<file path="src/rtl/keypad_display_mux.sv">
// Two-digit key history with a time-multiplexed 7-segment driver (show/gap phases).
// Optional per-digit blanking of never-loaded digits is enabled by defining DIGIT_BLANKING_EN.
module keypad_display_mux #(
  parameter int REFRESH_CYCLES = 1000,
  parameter int GAP_CYCLES     = 8
) (
  input  logic       clk,
  input  logic       reset,
  input  logic       key_valid,
  input  logic [3:0] key_code,
  output logic [3:0] digit0,
  output logic [3:0] digit1,
  output logic [6:0] seg,
  output logic       select0,
  output logic       select1
);

  localparam logic [1:0] ST_SHOW0 = 2'd0;
  localparam logic [1:0] ST_GAP0  = 2'd1;
  localparam logic [1:0] ST_SHOW1 = 2'd2;
  localparam logic [1:0] ST_GAP1  = 2'd3;

  localparam logic [15:0] SHOW_LAST = 16'(REFRESH_CYCLES - 1);
  localparam logic [15:0] GAP_LAST  = 16'(GAP_CYCLES - 1);
  localparam logic [6:0]  SEG_BLANK = 7'b1111111;

  logic [1:0]  state_reg, state_next;
  logic [15:0] count_reg, count_next;
  logic [15:0] phase_last;
  logic [3:0]  digit0_reg, digit1_reg;
  logic [6:0]  seg_reg, seg_next;
  logic        select0_reg, select0_next;
  logic        select1_reg, select1_next;
  logic        show0_en, show1_en;

  function automatic logic [6:0] decode_hex(input logic [3:0] value);
    logic [6:0] pattern;
    case (value)
      4'h0:    pattern = 7'b1000000;
      4'h1:    pattern = 7'b1111001;
      4'h2:    pattern = 7'b0100100;
      4'h3:    pattern = 7'b0110000;
      4'h4:    pattern = 7'b0011001;
      4'h5:    pattern = 7'b0010010;
      4'h6:    pattern = 7'b0000010;
      4'h7:    pattern = 7'b1111000;
      4'h8:    pattern = 7'b0000000;
      4'h9:    pattern = 7'b0010000;
      4'hA:    pattern = 7'b0001000;
      4'hB:    pattern = 7'b0000011;
      4'hC:    pattern = 7'b1000110;
      4'hD:    pattern = 7'b0100001;
      4'hE:    pattern = 7'b0000110;
      default: pattern = 7'b0001110;
    endcase
    return pattern;
  endfunction

  // Phase sequencer: the state encoding is ordered so that +1 walks the cycle.
  always_comb begin
    phase_last = ((state_reg == ST_SHOW0) || (state_reg == ST_SHOW1)) ? SHOW_LAST : GAP_LAST;
    state_next = state_reg;
    count_next = count_reg + 16'd1;
    if (count_reg >= phase_last) begin
      state_next = state_reg + 2'd1;
      count_next = 16'd0;
    end
  end

  always_ff @(posedge clk) begin
    if (reset) begin
      state_reg <= ST_SHOW0;
      count_reg <= 16'd0;
    end else begin
      state_reg <= state_next;
      count_reg <= count_next;
    end
  end

  always_ff @(posedge clk) begin
    if (reset) begin
      digit0_reg <= 4'd0;
      digit1_reg <= 4'd0;
    end else if (key_valid) begin
      digit1_reg <= digit0_reg;
      digit0_reg <= key_code;
    end
  end

`ifdef DIGIT_BLANKING_EN
  logic valid0_reg, valid1_reg;

  // valid1 follows valid0 through the shift, so a digit lights only once it holds a real key.
  always_ff @(posedge clk) begin
    if (reset) begin
      valid0_reg <= 1'b0;
      valid1_reg <= 1'b0;
    end else if (key_valid) begin
      valid0_reg <= 1'b1;
      if (valid0_reg) begin
        valid1_reg <= 1'b1;
      end
    end
  end

  assign show0_en = valid0_reg;
  assign show1_en = valid1_reg;
`else
  assign show0_en = 1'b1;
  assign show1_en = 1'b1;
`endif

  always_comb begin
    seg_next     = SEG_BLANK;
    select0_next = 1'b0;
    select1_next = 1'b0;
    case (state_reg)
      ST_SHOW0: begin
        select0_next = 1'b1;
        if (show0_en) begin
          seg_next = decode_hex(digit0_reg);
        end
      end
      ST_SHOW1: begin
        select1_next = 1'b1;
        if (show1_en) begin
          seg_next = decode_hex(digit1_reg);
        end
      end
      default: begin
        seg_next = SEG_BLANK;
      end
    endcase
  end

  always_ff @(posedge clk) begin
    if (reset) begin
      seg_reg     <= SEG_BLANK;
      select0_reg <= 1'b0;
      select1_reg <= 1'b0;
    end else begin
      seg_reg     <= seg_next;
      select0_reg <= select0_next;
      select1_reg <= select1_next;
    end
  end

  assign digit0  = digit0_reg;
  assign digit1  = digit1_reg;
  assign seg     = seg_reg;
  assign select0 = select0_reg;
  assign select1 = select1_reg;

endmodule

</file>
<file path="config.mk">
export PLATFORM = sky130hd
export DESIGN_NAME = keypad_display_mux
export DESIGN_NICKNAME = d
export VERILOG_FILES = /design/src/rtl/keypad_display_mux.sv
export SDC_FILE = /design/constraint.sdc
export NUM_CORES = 1
export LEC_CHECK = 0
export CAP_MARGIN = 10
export CORE_MARGIN = 2
export CORE_UTILIZATION = 30
export CTS_BUF_LIST = sky130_fd_sc_hd__clkbuf_8
export DETAILED_ROUTE_END_ITERATION = 6
export DONT_BUFFER_PORTS = 1
export RECOVER_POWER = 25
export REMOVE_ABC_BUFFERS = 1
export SYNTH_ARGS = -nofsm -noshare
export SYNTH_HDL_FRONTEND = slang
export SYNTH_SLANG_ARGS = --single-unit
</file>
<file path="constraint.sdc">
create_clock -name clk -period 2.45 [get_ports clk]
set_input_delay 0.735 -clock clk [delete_from_list [all_inputs] [get_ports clk]]
set_output_delay 0.735 -clock clk [all_outputs]
set_load 0.05 [all_outputs]
</file>
==> Word level (Yosys, flattened, before mapping) <==
Memories as Yosys holds them, arrays and structs flattened. A register that Yosys moved wholly into a read port is not among the register bits.
Index checks and enable logic that the tools add are counted.
{ "word_totals": {"register_bits": 35, "wordCells": 24, "mem_bits_ro": 224, "output_inout_bits": 17, "in_bits": 7, "mem_count": 2} }
{ "op_classes": {"n_eq_ne": 1, "addsub": 2, "n_reduce_logical": 3, "muxes": 8, "n_lt_le_gt_ge": 1} }
{ "mem_list": {"columns": ["memory", "words", "word_bits", "rd", "rd_clocked_by_memory_dff", "write_ports", "line", "source"], "rows": [
  ["(name not given)", 16, 7, 1, 1, 0, "38", "case (value)"],
  ["(name not given)", 16, 7, 1, 1, 0, "38", null]
]} }
{ "op_table": {"columns": ["op", "n"], "rows": [
  ["adder 16 x 1 -> 16 bit (second input constant)", 1],
  [">= comparator 16 x 10 -> 1 bit", 1],
  ["two-way mux 4 bit", 4],
  ["one-hot mux 7 bit (2 select lines)", 1],
  ["two-way mux 10 bit", 1],
  ["adder 2 x 1 -> 2 bit (second input constant)", 1],
  ["equality test 2 bit (second input constant)", 1],
  ["zero test 2 bit", 1],
  ["two-way mux 1 bit", 2],
  ["OR reduction 2 bit", 1],
  ["logical OR 1 bit", 1]
]} }

==> Logic depth before layout (Yosys ltp) <==
Gate-level depths: netlist (run 1).
{ "depth": {"depth_word": 5, "ltp_mapped": 9, "mapped_depth_nobuf": 8} }

==> Least setup slack after synthesis (run 1) <==
OpenSTA, ideal clock, no wires.
{ "synth_path": {"path_type": "register -> register", "from": "register state_reg[0]", "to": "register state_reg[0]", "period_less_slack_ns": 2.430, "n_path_buf": 1, "t_required_ns": 2.327, "arrival_time_ns": 2.307, "setup_ns": 0.123, "setup_slack_ns": 0.020, "stages_incl_launch_ff": 10, "cell_sequence": "dfxtp_1 -> inv_1 -> ha_1 -> buf_2 -> nor2_1 -> ha_1 -> and4bb_2 -> a211oi_1 -> o211a_1 -> mux2_1"} }
{ "synth_between": {"elab_chain_cells": 4, "elab_cells_between_ends": 6, "cone_classes": "add/sub: 1; order compare: 1; eq/ne: 1; mux: 1; reduce/logical: 2"} }
{ "synth_rtl": {"columns": ["item", "line", "source"], "rows": [
  ["from (decl)", "27", "logic [1:0] state_reg, state_next;"],
  ["from (signal assigned)", "75", "state_reg <= state_next;"],
  ["equality test 2 bit or zero test 2 bit (tied branches)", "61", "phase_last = ((state_reg == ST_SHOW0) || (state_reg == ST_SHOW1)) ? SHOW_LAST : GAP_LAST;"],
  ["logical OR 1 bit", "61", null],
  ["two-way mux 10 bit", "61", null],
  [">= comparator 16 x 10 -> 1 bit", "64", "if (count_reg >= phase_last) begin"]
]} }
Several ways; a longest one is shown, not always the timed one.
A chain may end at the register's enable or synchronous reset.

==> Worst setup path in the final report (run 1) <==
Same ends and word-level chain as after synthesis.

==> results of run 1 <==
[cells in the mapped netlist, types with 2 or more instances]
library cell / count / area share (%)
dfxtp_1: 49 / 45
nor2_1: 26 / 4.5
ha_1: 19 / 11
mux2i_1: 17 / 7.8
inv_1: 13 / 2.2
a221o_1: 9 / 4.1
xnor2_1: 9 / 3.6
nand2_1: 8 / 1.4
nand3_1: 6 / 1.4
o22ai_1: 6 / 1.7
o21ai_0: 4 / 0.92
and3_1: 3 / 0.86
buf_2: 3 / 0.69
nor3_1: 3 / 0.69
or3_1: 3 / 0.86
a211o_1: 2 / 0.80
a21oi_1: 2 / 0.46
buf_4: 2 / 0.69
clkbuf_1: 2 / 0.34
inv_2: 2 / 0.34
mux4_2: 2 / 2.1
nor2b_1: 2 / 0.57
or2_1: 2 / 0.57
or2_2: 2 / 0.57
xor2_1: 2 / 0.80
[repair_timing]
item / in CTS / in global routing
setup endpoints to repair: 0 / 11
resized for setup: 0 / 4
endpoints found under the hold margin: 0 / 0
[logic make-up after synthesis]
logic type | synth area share, %
flops | 45.0
mux | 10.4
fa+ha+maj | 10.9
compound gates | 11.2
simple gates | 13.1
buf+inv | 4.82
xor+xnor | 4.42
other cells | 0.172
[worst register-to-register path, cell delays in order (launching register included)]
cell and delay, ns:
dfxtp_1 0.35, inv_1 0.09, ha_1 0.23, nor2_2 0.16, buf_4 0.13, ha_1 0.23
a21o_1 0.19, a32oi_2 0.25, o211a_1 0.26, mux2_1 0.33
[stage by stage]
| step | TNS, ns | total power (W) | hold slack (ns) | std cells | worst slack [ns] |
|---|---|---|---|---|---|
| 2_1_floorplan | 0 | 0.00109 | 0.418 | 209 | 0.0294 |
| 3_3_place_gp | 0 | 0.00114 | 0.429 | 324 | 0.165 |
| 3_5_place_dp | 0 | 0.00115 | 0.443 | 324 | 0.0687 |
| 4_1_cts | 0 | 0.00173 | 0.455 | 332 | 0.0278 |
| 5_1_grt | -0.0147 | 0.00179 | 0.470 | 332 | -0.0147 |
| 6_report | 0 | 0.00172 | 0.456 | 332 | 0.120 |
[final cells by class]
cell class / count / area share [%]
sequential: 49 / 38.8
inverter: 15 / 2.23
timing repair buffer: 16 / 4.46
clock inverter: 2 / 1.34
tap: 99 / 4.90
multi-input combinational: 145 / 45.0
clock buffer: 6 / 3.27
[power breakdown]
part / switching [W] / internal [W] / total [W]
combinational: 0.000118 / 0.0000829 / 0.000201
clock: 0.000259 / 0.000329 / 0.000588
sequential: 0.0000828 / 0.000846 / 0.000929
[layout by cell type (no fill, tap or decap), drive strengths merged, types with 3 or more instances in the layout]
master	Yosys	final
a221o	9	9
and3	3	3
buf	6	14
clkbuf	2	8
conb	1	5
dfxtp	49	49
ha	19	19
inv	15	16
mux2i	17	17
nand2	8	8
nand3	6	6
nor2	26	26
nor3	3	3
o21ai	5	5
o22ai	6	6
or2	4	4
or3	3	3
xnor2	9	9
[final timing paths]
path / from / end / depth (start not counted)
hold reg to reg: count_reg[0] / count_reg[0] / 1
hold / removal: count_reg[0] / count_reg[0] / 1
setup / recovery: state_reg[0] / state_reg[0] / 9
setup reg to reg: state_reg[0] / state_reg[0] / 9
[layer usage]
layer	vias to the layer above	part of all wire, %	GRT usage, %
met5	-	0	0
met2	29	49	19.7
met1	726	45	13.6
met4	0	1.2	3.26
met3	7	3.9	3.42
li1	772	-	-
==> flow_summary.yaml, run 1 <==
status:
  status: "complete, no violations"
min_path:
  hold_class: "reg -> reg"
clock_tree:
  ctsHtreeMaxLevel: 2
  clkLatencyLatePin_ns: 0.30
  clock_sinks: 49
  cts_inserted_buffers: 5
  postCtsSetupBuffers: 0
  cts-hold-fix-buffers: 0
  clock_path_buffers: 2
  cts-root-buf: "clkbuf_8"
  cts_tree: "yes"
  cts.clk_slew.worst_paths_ns: 0.09
worst_setup_path:
  critical_path.cell_chain: "inv_1 > ha_1 > nor2_2 > buf_4 > ha_1 > a21o_1 > a32oi_2 > o211a_1 > mux2_1"
  cp-end-kind: "register"
  critPathLaunchType: "register"
  slowest_stage: "dfxtp_1"
  path_delay_family: "compound AO/OA/AOI/OAI gates"
  crit_buf_inv: 2
  arrival_ns: 2.52
  crit_type: "reg -> reg"
  critPathMaxStageDelay_ns: 0.35
  rrSetupSlack_ns: 0.12
  cp_max_fo: 4
  critical_path_required_ns: 2.64
  crit_top_cell: "ha_1"
routing:
  dr.pass1.iters: 4
  totalWireLength_um: 4140
  ant_nets: 0
  via_per_inst: 4.62
  drt_iter0_markers: 52
  vias: 1534
  drc: 0
  wl_per_cell_um: 12.5
layout:
  n_fill_cell: 739
  ff_latch_area_um2: 981
  diodes: 0
  fin_util_pct: 35.4
  syn_to_final_growth_pct: 15.8
  final_area_um2: 2530
  multi_input_area_um2: 1140
  fin_nets: 258
  layout-drive-gt1-share_pct: 12.9
timing:
  hold_violations: 0
  fmax_mhz: 429
  max_slew_margin_pct: 54.1
  worstMarginPinSlew_ns: 0.689
  slew_violations: 0
  skew_ns: 0.00810
  period_share_pct: 95.1
  fin_crit_ns: 2.33
  setup_viol: 0
placed_design:
  gp_congestion: 0.824
  hpwlAfterDp_um: 3070
  io_buffer_count: 0
  placement.cell_area_um2: 2390
logic_synthesis:
  synth.avg_cell_area_um2: 10.2
  synth_edf_count: 0
  yosys_most_used_dff: "dfxtp_1"
  async_reset_ff_share_pct: 0
  synth_cell_types: 40
  ys_warn_count: 0
  yosys_register_bits: 49
  post_synth_instance_area_um2: 2180
  syn-instance-count: 213
  synth-seq-area-share_pct: 45.0
floorplanning:
  die_w_um: 89.3
  die_area_um2: 7970
  die_h_um: 89.3
  coreArea_um2: 7140
  num_rows: 31
  initial_utilization_pct: 30.6
  ios: 24
global_routing:
  grt_max_degree: 18
  grt-ovfl-total: 0
  grt_pass1_wl_um: 6970
  grt_antenna_before_repair: 0
  grt_pass1_vias: 1520
  grt_usage_pct: 11.3
pwr:
  ir_worst_vdd_uv: 314
  pwr_density_cell_nw_per_um2: 680
  leakage_nw: 1.04
job:
  maxCapViolCount: 0
No activity file was read; power rests on OpenSTA's default activity.
==> run 2: changes to the inputs <==
- CORE_UTILIZATION: 30 -> 45
- SLEW_MARGIN: default -> 15
==> flow_summary.yaml, run 2 (synthesized netlist as in run 1, its figures left out) <==
placed_design:
  gp_congestion: 0.821
  io_buffer_count: 0
  hpwlAfterDp_um: 2960
  place_ws_ns: 0.0814
  placement.cell_area_um2: 2350
routing:
  wl_per_cell_um: 13.7
  dr.pass1.iters: 4
  ant_nets: 0
  drc: 0
  drt_iter0_markers: 135
  vias: 1492
  via_per_inst: 5.14
  totalWireLength_um: 3980
clock_tree:
  clock_path_buffers: 2
  clkLatencyLatePin_ns: 0.29
  cts-hold-fix-buffers: 0
  cts.clk_slew.worst_paths_ns: 0.09
  cts-root-buf: "clkbuf_8"
  cts_inserted_buffers: 5
  clock_sinks: 49
  cts_tree: "yes"
  ctsHtreeMaxLevel: 2
timing:
  worstMarginPinSlew_ns: 0.637
  fin_crit_ns: 2.26
  hold_violations: 0
  period_share_pct: 92.4
  fin_hold_ws_ns: 0.458
  setup_viol: 0
  setup_tns_ns: 0
  rsz0062_at_grt: "false"
  max_slew_margin_pct: 57.6
  skew_ns: 0.00652
  slew_violations: 0
  final.setup.worst_slack_ns: 0.186
  fmax_mhz: 442
floorplanning:
  num_rows: 25
  die_w_um: 73.6
  initial_utilization_pct: 46.5
  die_h_um: 73.6
  ios: 24
  coreArea_um2: 4690
  die_area_um2: 5420
global_routing:
  grt_pass1_wl_um: 6700
  grt_max_degree: 18
  grt_pass1_vias: 1406
  grt-ovfl-total: 0
  grt_usage_pct: 16.3
  grt_antenna_before_repair: 0
worst_setup_path:
  r2r-start: "state_reg[0]"
  rr_worst_depth: 8
  arrival_ns: 2.45
  crit_type: "reg -> reg"
  cp-end-kind: "register"
  slowest_stage: "dfxtp_1"
  critPathMaxStageDelay_ns: 0.33
  critPathLaunchType: "register"
  crit_top_cell: "ha_1"
  crit_start: "state_reg[0]"
  critical_path_required_ns: 2.63
  cp_max_fo: 4
  critical_path.cell_chain: "inv_1 > ha_1 > nor2_2 > ha_1 > and4bb_2 > a211oi_2 > o211a_1 > mux2_1"
status:
  status: "complete, no violations"
layout:
  n_fill_cell: 455
  layout-drive-gt1-share_pct: 13.1
  syn_to_final_growth_pct: 13.1
  final_cell_mix: "dfxtp_1, nor2_1, ha_1"
  diodes: 0
  final_area_um2: 2470
  multi_input_area_um2: 1140
  ff_latch_area_um2: 981
  fin_nets: 261
  final_common_cell: "dfxtp_1"
min_path:
  worstHoldStart: "count_reg[0]"
  hold_class: "reg -> reg"
  hold_depth: 1
pwr:
  power_w: 0.00163
  pwr_density_cell_nw_per_um2: 662
  ir_worst_vdd_uv: 270
  leakage_nw: 1.04
job:
  maxCapViolCount: 0
[run 2: changes by cell type in the layout (fill, tap and decap cells not counted), sizes merged]
cell	change
clkinv	+1
clkbuf	+4
bufinv	-1
inv	-1
[run 2: final cells by class]
| class | count | area share [%] |
|---|---|---|
| inverters | 15 | 2.28 |
| clock inverters | 1 | 0.203 |
| well taps | 54 | 2.74 |
| multi-input cells | 145 | 46.1 |
| clock buffers | 7 | 3.90 |
| flip-flops and latches | 49 | 39.8 |
| repair buffers | 19 | 5.02 |
[run 2: path summary, 6_finish.rpt]
check | endpoint | slack, ns
setup / recovery | state_reg[0] | 0.19
hold / removal | count_reg[0] | 0.46
setup reg to reg | state_reg[0] | 0.19
hold reg to reg | count_reg[0] | 0.46
[run 2: report_power, final]
part / internal, W / switching (W)
Sequential: 0.000846 / 0.0000829
Combinational: 0.0000832 / 0.000117
Clock: 0.000255 / 0.000248
[run 2: per-layer routing]
| metal | routed length (µm) | GRT usage, % |
|---|---|---|
| met5 | 0 | 0 |
| met4 | 65 | 6.67 |
| met3 | 114 | 3.70 |
| met2 | 1680 | 22.3 |
| met1 | 2120 | 24.3 |
[run 2: what timing repair did]
action | 4_1_cts | 5_1_grt
endpoints found under the setup margin | 0 | 11
setup buffers | 0 | 1
gates resized for setup | 0 | 4
[run 2: critical path: cells and delay by family (launching register included)]
kind | cells | cell delay (ns)
AOI/OAI and AO/OA | 2 | 0.51
adders and majority gates | 2 | 0.48
buffers and inverters | 1 | 0.08
DFF | 1 | 0.33
muxes | 1 | 0.32
and+or+nand+nor | 2 | 0.43
[run 2: per-stage QoR]
| step | std cells | utilization (%) |
|---|---|---|
| 2_1_floorplan | 209 | - |
| 3_3_place_gp | 281 | 50.1 |
| 3_5_place_dp | 281 | 50.1 |
| 4_1_cts | 289 | 52.3 |
| 5_1_grt | 290 | 52.6 |
| 6_report | 290 | 52.6 |
